`src/rtl/action_cfg_loader_pkg.sv`:
```
// ============================================================================
// Module      : action_cfg_loader_pkg
// Description : Shared widths, frame layout constants and types for the
//               action configuration loader.
// Revision    : 1.0 - initial release
// ============================================================================
`default_nettype none

package action_cfg_loader_pkg;

  // Bus widths and table depth (MAX_OP_NUM must be a power of two)
  localparam int unsigned MAX_OP_NUM = 8;
  localparam int unsigned BYTE_W     = 8;
  localparam int unsigned ADDR_W     = 8;
  localparam int unsigned QUAD_W     = 64;

  // Frame layout: hit addr, miss addr, op count, then 8 bytes per op
  localparam int unsigned HDR_BYTES  = 3;
  localparam int unsigned OP_BYTES   = 8;

  localparam logic TRUE  = 1'b1;
  localparam logic FALSE = 1'b0;

  // Derived widths
  localparam int unsigned CNT_W     = $clog2(MAX_OP_NUM + 1);
  localparam int unsigned OPIDX_W   = $clog2(MAX_OP_NUM);
  localparam int unsigned OPB_SHIFT = $clog2(OP_BYTES);
  localparam int unsigned BCNT_W    = OPIDX_W + OPB_SHIFT;
  localparam int unsigned TOT_W     = BCNT_W + 1;

  typedef logic [BYTE_W-1:0] byte_t;
  typedef logic [ADDR_W-1:0] addr_t;
  typedef logic [QUAD_W-1:0] quad_t;

  // Index of the last op byte of a frame carrying n ops (n >= 1)
  function automatic logic [TOT_W-1:0] last_op_byte(input logic [CNT_W-1:0] n);
    logic [TOT_W-1:0] total;
    total = TOT_W'(n) << OPB_SHIFT;
    return total - TOT_W'(1);
  endfunction

endpackage

`default_nettype wire

```
`src/rtl/action_cfg_loader.sv`:
```
// ============================================================================
// Module      : action_cfg_loader
// Description : Receives a byte-serial action configuration frame, validates
//               it, stages the op table and commits it to the executor with
//               a one-cycle start strobe once the executor is free.
// Revision    : 1.0 - initial release
// ============================================================================
`default_nettype none

module action_cfg_loader
  import action_cfg_loader_pkg::*;
#(
  parameter int unsigned TIMEOUT_CYCLES = 1024
) (
  input  logic                             clk,
  input  logic                             rst,
  input  logic                             cfg_valid_i,
  input  logic [BYTE_W-1:0]                cfg_data_i,
  input  logic                             cfg_last_i,
  output logic                             cfg_ready_o,
  input  logic                             exec_busy_i,
  output logic                             mod_start_o,
  output logic [ADDR_W-1:0]                mod_hit_action_addr_o,
  output logic [ADDR_W-1:0]                mod_miss_action_addr_o,
  output logic [MAX_OP_NUM-1:0][QUAD_W-1:0] mod_ops_o,
  output logic                             err_o,
  output logic [15:0]                      commit_cnt_o
);

  localparam int unsigned TMO_W = $clog2(TIMEOUT_CYCLES + 1);

  // HIT/MISS/CNT name the field most recently received; CNT expects the
  // first op byte, OPS the remaining ones.
  typedef enum logic [2:0] {
    S_IDLE      = 3'd0,
    S_HIT       = 3'd1,
    S_MISS      = 3'd2,
    S_CNT       = 3'd3,
    S_OPS       = 3'd4,
    S_WAIT_EXEC = 3'd5,
    S_COMMIT    = 3'd6,
    S_DRAIN     = 3'd7
  } state_e;

  state_e                           state_q, state_d;
  logic                             err_q, err_d;
  logic                             start_q, start_d;
  addr_t                            hit_q, hit_d;
  addr_t                            miss_q, miss_d;
  addr_t                            mhit_q, mhit_d;
  addr_t                            mmiss_q, mmiss_d;
  logic [CNT_W-1:0]                 n_q, n_d;
  logic [BCNT_W-1:0]                bcnt_q, bcnt_d;
  logic [TMO_W-1:0]                 tmo_q, tmo_d;
  logic [MAX_OP_NUM-1:0][QUAD_W-1:0] stage_q, stage_d;
  logic [MAX_OP_NUM-1:0][QUAD_W-1:0] ops_q, ops_d;
  logic [15:0]                      cc_q, cc_d;

  logic                             xfer;
  logic                             in_frame;
  logic                             timeout;
  logic                             final_op_byte;
  logic                             reject;
  logic [OPIDX_W-1:0]               op_idx;

  assign xfer          = cfg_valid_i & cfg_ready_o;
  assign in_frame      = (state_q == S_HIT) || (state_q == S_MISS) ||
                         (state_q == S_CNT) || (state_q == S_OPS);
  assign timeout       = in_frame && !xfer &&
                         (tmo_q == TMO_W'(TIMEOUT_CYCLES - 1));
  assign final_op_byte = ({1'b0, bcnt_q} == last_op_byte(n_q));
  assign op_idx        = bcnt_q[BCNT_W-1:OPB_SHIFT];

  assign mod_start_o            = start_q;
  assign err_o                  = err_q;
  assign mod_hit_action_addr_o  = mhit_q;
  assign mod_miss_action_addr_o = mmiss_q;
  assign mod_ops_o              = ops_q;
  assign commit_cnt_o           = cc_q;

  // State register
  always_ff @(posedge clk) begin
    if (rst) begin
      state_q <= S_IDLE;
    end else begin
      state_q <= state_d;
    end
  end

  // Next state, frame validation and the single error/commit decision
  always_comb begin
    state_d = state_q;
    err_d   = FALSE;
    start_d = FALSE;
    reject  = FALSE;
    case (state_q)
      S_IDLE: begin
        if (xfer) begin
          if ((cfg_data_i >= BYTE_W'(MAX_OP_NUM)) || cfg_last_i) reject = TRUE;
          else state_d = S_HIT;
        end
      end
      S_HIT: begin
        if (xfer) begin
          if ((cfg_data_i >= BYTE_W'(MAX_OP_NUM)) || cfg_last_i) reject = TRUE;
          else state_d = S_MISS;
        end
      end
      S_MISS: begin
        if (xfer) begin
          if (cfg_data_i > BYTE_W'(MAX_OP_NUM)) begin
            reject = TRUE;
          end else if (cfg_data_i == '0) begin
            // Empty op list: the count byte is the final byte
            if (cfg_last_i) state_d = S_WAIT_EXEC;
            else reject = TRUE;
          end else if (cfg_last_i) begin
            reject = TRUE;
          end else begin
            state_d = S_CNT;
          end
        end
      end
      S_CNT, S_OPS: begin
        if (xfer) begin
          if (final_op_byte != cfg_last_i) reject = TRUE;
          else if (final_op_byte) state_d = S_WAIT_EXEC;
          else state_d = S_OPS;
        end
      end
      S_WAIT_EXEC: begin
        if (!exec_busy_i) begin
          state_d = S_COMMIT;
          start_d = TRUE;
        end
      end
      S_COMMIT: state_d = S_IDLE;
      S_DRAIN: begin
        if (xfer && cfg_last_i) state_d = S_IDLE;
      end
      default: state_d = S_IDLE;
    endcase
    // Reject and timeout are exclusive (timeout needs an idle cycle), so
    // at most one err pulse is raised per frame.
    if (reject) begin
      err_d   = TRUE;
      state_d = cfg_last_i ? S_IDLE : S_DRAIN;
    end else if (timeout) begin
      err_d   = TRUE;
      state_d = S_IDLE;
    end
  end

  // Handshake output: accept bytes while receiving or draining, never in reset
  always_comb begin
    cfg_ready_o = FALSE;
    if (!rst) begin
      case (state_q)
        S_IDLE, S_HIT, S_MISS, S_CNT, S_OPS, S_DRAIN: cfg_ready_o = TRUE;
        default:                                      cfg_ready_o = FALSE;
      endcase
    end
  end

  // Staging assembly, idle-gap counter and commit copy
  always_comb begin
    hit_d   = hit_q;
    miss_d  = miss_q;
    n_d     = n_q;
    bcnt_d  = bcnt_q;
    stage_d = stage_q;
    mhit_d  = mhit_q;
    mmiss_d = mmiss_q;
    ops_d   = ops_q;
    cc_d    = cc_q;
    tmo_d   = '0;
    if (in_frame && !xfer && !timeout) tmo_d = tmo_q + TMO_W'(1);
    if (xfer) begin
      case (state_q)
        S_IDLE: begin
          hit_d   = ADDR_W'(cfg_data_i);
          stage_d = '0;
        end
        S_HIT: miss_d = ADDR_W'(cfg_data_i);
        S_MISS: begin
          n_d    = CNT_W'(cfg_data_i);
          bcnt_d = '0;
        end
        S_CNT, S_OPS: begin
          // Big-endian: earlier bytes shift toward the top of the quad
          stage_d[op_idx] = {stage_q[op_idx][QUAD_W-BYTE_W-1:0], cfg_data_i};
          bcnt_d          = bcnt_q + BCNT_W'(1);
        end
        default: ;
      endcase
    end
    if (start_d) begin
      mhit_d  = hit_q;
      mmiss_d = miss_q;
      for (int i = 0; i < MAX_OP_NUM; i++) begin
        ops_d[i] = (CNT_W'(i) < n_q) ? stage_q[i] : '0;
      end
      cc_d = cc_q + 16'd1;
    end
  end

  // Datapath and registered output flops
  always_ff @(posedge clk) begin
    if (rst) begin
      err_q   <= FALSE;
      start_q <= FALSE;
      hit_q   <= '0;
      miss_q  <= '0;
      n_q     <= '0;
      bcnt_q  <= '0;
      tmo_q   <= '0;
      stage_q <= '0;
      mhit_q  <= '0;
      mmiss_q <= '0;
      ops_q   <= '0;
      cc_q    <= '0;
    end else begin
      err_q   <= err_d;
      start_q <= start_d;
      hit_q   <= hit_d;
      miss_q  <= miss_d;
      n_q     <= n_d;
      bcnt_q  <= bcnt_d;
      tmo_q   <= tmo_d;
      stage_q <= stage_d;
      mhit_q  <= mhit_d;
      mmiss_q <= mmiss_d;
      ops_q   <= ops_d;
      cc_q    <= cc_d;
    end
  end

endmodule

`default_nettype wire

```
`config.mk`:
```
export PLATFORM = sky130hd
export DESIGN_NAME = action_cfg_loader
export DESIGN_NICKNAME = d
export VERILOG_FILES = /design/src/rtl/action_cfg_loader_pkg.sv /design/src/rtl/action_cfg_loader.sv
export SDC_FILE = /design/constraint.sdc
export NUM_CORES = 2
export LEC_CHECK = 0
export BUFFER_PORTS_ARGS = -buffer_cell sky130_fd_sc_hd__buf_2
export CORE_MARGIN = 1
export CORE_UTILIZATION = 55
export DETAILED_ROUTE_END_ITERATION = 8
export HOLD_SLACK_MARGIN = 0.1
export PLACE_DENSITY_LB_ADDON = 0.05
export REMOVE_ABC_BUFFERS = 1
export SYNTH_ARGS = -nofsm -noshare
export SYNTH_HDL_FRONTEND = slang
export SYNTH_SLANG_ARGS = --single-unit
```
`constraint.sdc`:
```
create_clock -name clk -period 3.46 [get_ports clk]
set_clock_uncertainty 0.15 [all_clocks]
set_input_delay 0.346 -clock clk [delete_from_list [all_inputs] [get_ports clk]]
set_output_delay 0.346 -clock clk [all_outputs]
set_load 0.02 [all_outputs]
```
; ---- Word level (Yosys, flattened, before mapping)
; Cells that the tools add are included.
[totals]
inputBits = 13
ff_bits = 1098
word_cells = 141
output_inout_bits = 547
[classes]
reduce_logical = 25
mux = 49
bitwise_logic = 2
order_cmp = 12
eq_ne = 22
addsub = 4
[op_table]
columns = operator, n
row1 = one-hot mux 512 bit (2 select lines), 1
row2 = two-way mux 64 bit, 9
row3 = bitwise mux 512 bit, 1
row4 = binary-select mux 64 bit (select 3 bit), 1
row5 = demux 64 bit (select 3 bit), 1
row6 = two-way mux 56 bit, 1
row7 = two-way mux 3 bit, 16
row8 = "!= test 4 bit, second input constant", 10
row9 = one-hot mux 3 bit (7 select lines), 1
row10 = "adder 16 x 1 -> 16 bit, second input constant", 1
row11 = "less-than comparator 3 x 4 -> 1 bit, first input constant", 4
row12 = two-way mux 1 bit, 16
row13 = "equality test 3 bit, second input constant", 4
row14 = one-hot mux 6 bit (2 select lines), 1
row15 = AND reduction 12 bit, 1
row16 = "adder 11 x 1 -> 11 bit, second input constant", 1
row17 = "equality test 11 x 10 -> 1 bit, second input constant", 1
row18 = AND reduction 2 bit, 5
row19 = ">= comparator 8 x 4 -> 1 bit, second input constant", 1
row20 = "greater-than comparator 8 x 4 -> 1 bit, second input constant", 1
row21 = zero test 8 bit, 1
row22 = "less-than comparator 1 x 4 -> 1 bit, first input constant", 2
row23 = "less-than comparator 2 x 4 -> 1 bit, first input constant", 2
row24 = equality test 6 x 7 -> 1 bit, 1
row25 = 19 further kinds, 31

; ---- Depth between registers and ports, before layout
[logic_depth]
word_depth = 12
depth_mapped = 11
ltp_nobuf = 8

; ---- Worst setup path before layout
; OpenSTA, ideal clock, no wires.
[synth_path]
path_type = register to register
start = reg n_q[0]
end = reg state_q[1]
slack_ns = 1.051
t_required_ns = 3.193
synth_period_minus_slack_ns = 2.409
arrival_ns = 2.143
stages_incl_launch_ff = 10
cell_sequence = dfxtp_1 > inv_1 > ha_1 > xnor2_1 > or3b_1 > buf_2 > and4_1 > nor4_1 > a211oi_1 > o22a_1
[synth_between]
elab_chain_len = 8
elab_cells_between_ends = 20
classes_between = add/sub (1) / eq/ne (14) / mux (4) / reduce/logical (1)
[synth_rtl]
columns = element, line_no
row1 = from (decl), action_cfg_loader.sv:52  ; logic [CNT_W-1:0] n_q, n_d;
row2 = from (signal assigned), action_cfg_loader.sv:227  ; n_q <= n_d;
row3 = subtractor 7 x 1 -> 7 bit *, action_cfg_loader_pkg.sv:39  ; return total - TOT_W'(1);
row4 = equality test 6 x 7 -> 1 bit *, action_cfg_loader.sv:71  ; assign final_op_byte = ({1'b0, bcnt_q} == last_op_byte(n_q));
row5 = != test 1 bit *, action_cfg_loader.sv:126  ; if (final_op_byte != cfg_last_i) reject = TRUE;
row6 = two-way mux 1 bit, action_cfg_loader.sv:126
row7 = two-way mux 1 bit, action_cfg_loader.sv:125  ; if (xfer) begin
row8 = one-hot mux 1 bit (3 select lines), action_cfg_loader.sv:96  ; case (state_q)
row9 = "!= test 5 x 4 -> 1 bit (no source line), or another cell as far along", n/a
row10 = AND reduction 12 bit (no source line), n/a
row11 = to (signal assigned), action_cfg_loader.sv:86  ; state_q <= state_d;
row12 = to (decl), action_cfg_loader.sv:45  ; state_e state_q, state_d;
; Mark *: on every way between the ends. The rest lies on a longest branch, timed or not.
; A chain may end at the register's enable or synchronous reset.

; ---- Worst setup path after layout
[layout_path]
start = reg bcnt_q[5]
end = reg stage_q[430] (netlist bit)
[layout_between]
elab_chain_len = 6
elab_cells_between_ends = 9
classes_between = order compare (2) / mux (6) / reduce/logical (1)
[layout_rtl]
columns = element, line_no
row1 = from (decl), action_cfg_loader.sv:53  ; logic [BCNT_W-1:0] bcnt_q, bcnt_d;
row2 = from (signal assigned), action_cfg_loader.sv:228  ; bcnt_q <= bcnt_d;
row3 = less-than comparator 3 x 4 -> 1 bit (not written as such) or >= comparator 3 x 1 -> 1 bit (tied branches), action_cfg_loader.sv:191  ; stage_d[op_idx] = {stage_q[op_idx][QUAD_W-BYTE_W-1:0], cfg_data_i};
row4 = logical AND 1 bit (not written as such), action_cfg_loader.sv:191
row5 = two-way mux 64 bit (not written as such), action_cfg_loader.sv:191
row6 = demux 64 bit (select 3 bit), action_cfg_loader.sv:191
row7 = bitwise mux 512 bit *, action_cfg_loader.sv:191
row8 = one-hot mux 512 bit (2 select lines) *, action_cfg_loader.sv:179  ; case (state_q)
row9 = to (signal assigned), action_cfg_loader.sv:230  ; stage_q <= stage_d;
row10 = to (decl), action_cfg_loader.sv:55  ; logic [MAX_OP_NUM-1:0][QUAD_W-1:0] stage_q, stage_d;
; Mark *: on every way between the ends. The rest lies on a longest branch, timed or not. The select of a mux whose other input is x is not followed.

==> results.toml <==
[power]
power.density_mw_per_mm2 = 570
cellLeakagePower_nw = 18.8
total_power_mw = 26.4
pwr-share-clk_pct = 44.7
power.share.switching_pct = 24.7
seqPwrFrac_pct = 48.1
p_int_mw = 19.9
ir_worst_vdd_v = 0.000399
switchingPower_mw = 6.52
pwr-share-comb_pct = 7.1

[timing]
tns_ns = 0
relSlewSlack_pct = 25.9
timing.final.crit_share_pct = 90.7
layout_setup_ws_ns = 0.322
finalMaxSlewViolations = 0
finalSetupViolations = 0
hold_viol = 0
fmax_mhz = 319
holdWs_ns = 0.192
tightest_slew_ns = 1.11
rsz0062_at_grt = "no"
period_needed_ns = 3.14

[layout]
diodes = 0
postLayoutCoreUtil_pct = 67.1
syn_to_final_growth_pct = 19.9
design_area_mm2 = 0.0464
final_cell_mix = "dfxtp_1 (1095), nor2_1 (583), a22oi_1 (582), buf_2 (558), a22o_1 (526)"
fin_cells = 5156
n_fill_cell = 5503
multiInputGateArea_mm2 = 0.0153
layout_commonest_cell = "dfxtp_1"
drive_above_1_share_pct = 22.2
final_nets = 4151
register_area_mm2 = 0.0220

[outcome]
status = "complete, no violations"

[min_path]
min-delay-start = "cfg_last_i"
hold_depth = 5
hold_class = "input port to register"
hold_path_end = "err_o"

[placement]
hpwl_um = 88600
dpl_worst_slack_ns = 0.454
place_area_mm2 = 0.0427
place_congestion = 0.896
io_buffer_count = 559
place_inst = 4942

[drt]
wl_per_cell_um = 28.3
firstDrtPassIters = 9
route.detailed.drc = 0
vias = 34100
drt_wl_total_um = 146000
ant_nets = 0
vias_per_cell = 6.62
drt_iter0_drc = 4548

[worst_setup_path]
crit_path_max_fanout = 31
crit_family = "simple AND/OR/NAND/NOR gates"
worst_r2r_path_depth = 7
r2r_end = "stage_q[430]"
max_stage_delay_ns = 0.75
r2r_slack_ns = 0.32
critPathRequiredTime_ns = 3.91
worstPathArrival_ns = 3.59
crit_chain = "nor3b_4 > buf_4 > buf_4 > a222oi_1 > o21ai_1 > a22oi_1 > nor2_1"
slowest_stage = "nor3b_4"
cpMostUsedCell = "buf_4"
endpoint_kind = "register"
r2r-start = "bcnt_q[5]"
critPathBufInv = 2
start_kind = "register"
path_class = "register to register"

[die]
num_rows = 96
core_mm2 = 0.0691
initial_utilization_pct = 56.0
die_area_mm2 = 0.0714
ios = 560
dieWidth_um = 267
die_h_um = 267

[logic_synthesis]
synth_seq_area_share_pct = 56.8
synth_top_cell_by_area = "dfxtp_1"
ys_ff_latch = 1098
syn_inst = 3702
synth_cell_types = 71
async_reset_ff_share_pct = 0
synth.top_cell.area_share_pct = 56.8
synth_area_leaders = "dfxtp_1 (57%), a22o_1 (12%), a22oi_1 (11%), nor2_1 (5.7%), clkbuf_1 (1.9%)"
ys_warn_count = 0
synth_area_mm2 = 0.0387
synth-edff-count = 0
synthFlopType = "dfxtp_1"
syn_avg_cell_area_um2 = 10.4

[grt]
grt_pass1_vias = 31700
grt_max_degree = 173
grt_antenna_before_repair = 2
grt_pass1_wl_um = 211000
grt_overflow = 0
track_usage_pct = 39.4

[clock_network]
clock_latency_ns = 0.68
cts_tree = "yes"
holdBufCountCts = 11
path_clk_slew_ns = 0.06
numCtsBuffers = 109
cts_buffer_depth = 3
cts_setup_buffers = 0
postCtsResizedCells = 0
cts.htree.levels = 3
cts_root_buf = "clkbuf_16"
cts.sinks = 1098

[flow_run]
max_cap_violations = 0
==> layer usage <==
layer | part of all wire, % | global-route usage (%) | wire length [um] | vias to the layer above
met4 | 5.1 | 19.6 | 7400 | 4
met3 | 11 | 8.92 | 16100 | 412
met5 | 0.019 | 0 | 28 | -
li1 | - | - | - | 14700
met1 | 39 | 53.1 | 57600 | 16800
met2 | 44 | 59.3 | 64800 | 2211
==> registers in the layout (all words and copies together), names as in the netlist, 6 cells and up <==
register	flops
hit_q	8
stage_q	512
mod_ops_o	512
commit_cnt_o	16
mod_miss_action_addr_o	8
miss_q	8
bcnt_q	6
tmo_q	11
mod_hit_action_addr_o	8
==> worst register-to-register path, cell delays in order, from the launching register on <==
cell and delay, ns:
dfxtp_4 0.67, nor3b_4 0.78, buf_4 0.43, buf_4 0.23
a222oi_1 0.10, o21ai_1 0.38, a22oi_1 0.20, nor2_1 0.14
==> power by group through the flow <==
stage               registers [mW]  clock network, mW  logic (mW)
global route                  12.7               12.4        1.91
detailed placement            13.0                  0        1.80
global placement              13.0                  0        1.80
floorplan                     13.0                  0       0.685
finish                        12.7               11.8        1.88
CTS                           12.7               11.9        1.81
==> worst max-delay path by stage <==
stage	from	end	cells after the start
3_5_place_dp	bcnt_q[5]	stage_q[433]	6
3_3_place_gp	bcnt_q[4]	stage_q[393]	6
5_1_grt	bcnt_q[4]	stage_q[296]	5
2_1_floorplan	state_q[1]	mod_ops_o[0]	3
6_report	bcnt_q[5]	stage_q[430]	7
4_1_cts	bcnt_q[5]	stage_q[433]	6
==> kinds of logic after synthesis <==
group | after synthesis | share of synthesized area (%)
fa+ha+maj | 5 | 0.162
xor+xnor | 27 | 0.611
compound gates | 1313 | 27.0
buf+inv | 375 | 4.22
flops | 1098 | 56.8
simple gates | 796 | 8.54
mux | 88 | 2.65
==> cell type report <==
type | count | area share (%)
flip-flops and latches | 1098 | 47.4
clock inverters | 36 | 0.734
repair buffers | 683 | 9.26
well taps | 931 | 2.51
inverters | 12 | 0.0972
multi-input cells | 2229 | 33.0
clock buffers | 167 | 7.00
==> synthesized netlist by cell type (6+ instances only) <==
master,number
dfxtp_1,1098
nor2_1,586
a22oi_1,582
a22o_1,526
clkbuf_1,194
buf_2,132
nand2_1,81
a21oi_1,65
mux2i_1,45
mux2_2,35
nand3_1,34
a221oi_1,25
buf_1,23
and3_1,16
nor3_1,16
o21ai_1,15
a222oi_1,14
xor2_1,14
xnor2_1,13
a211oi_1,12
buf_4,12
inv_1,12
nand4_1,12
o211ai_1,11
o21ai_0,10
o2bb2ai_1,9
a221o_1,8
mux4_2,8
o21ai_2,8
and2_1,6
or3_1,6
No activity file was read; power rests on OpenSTA's default activity.
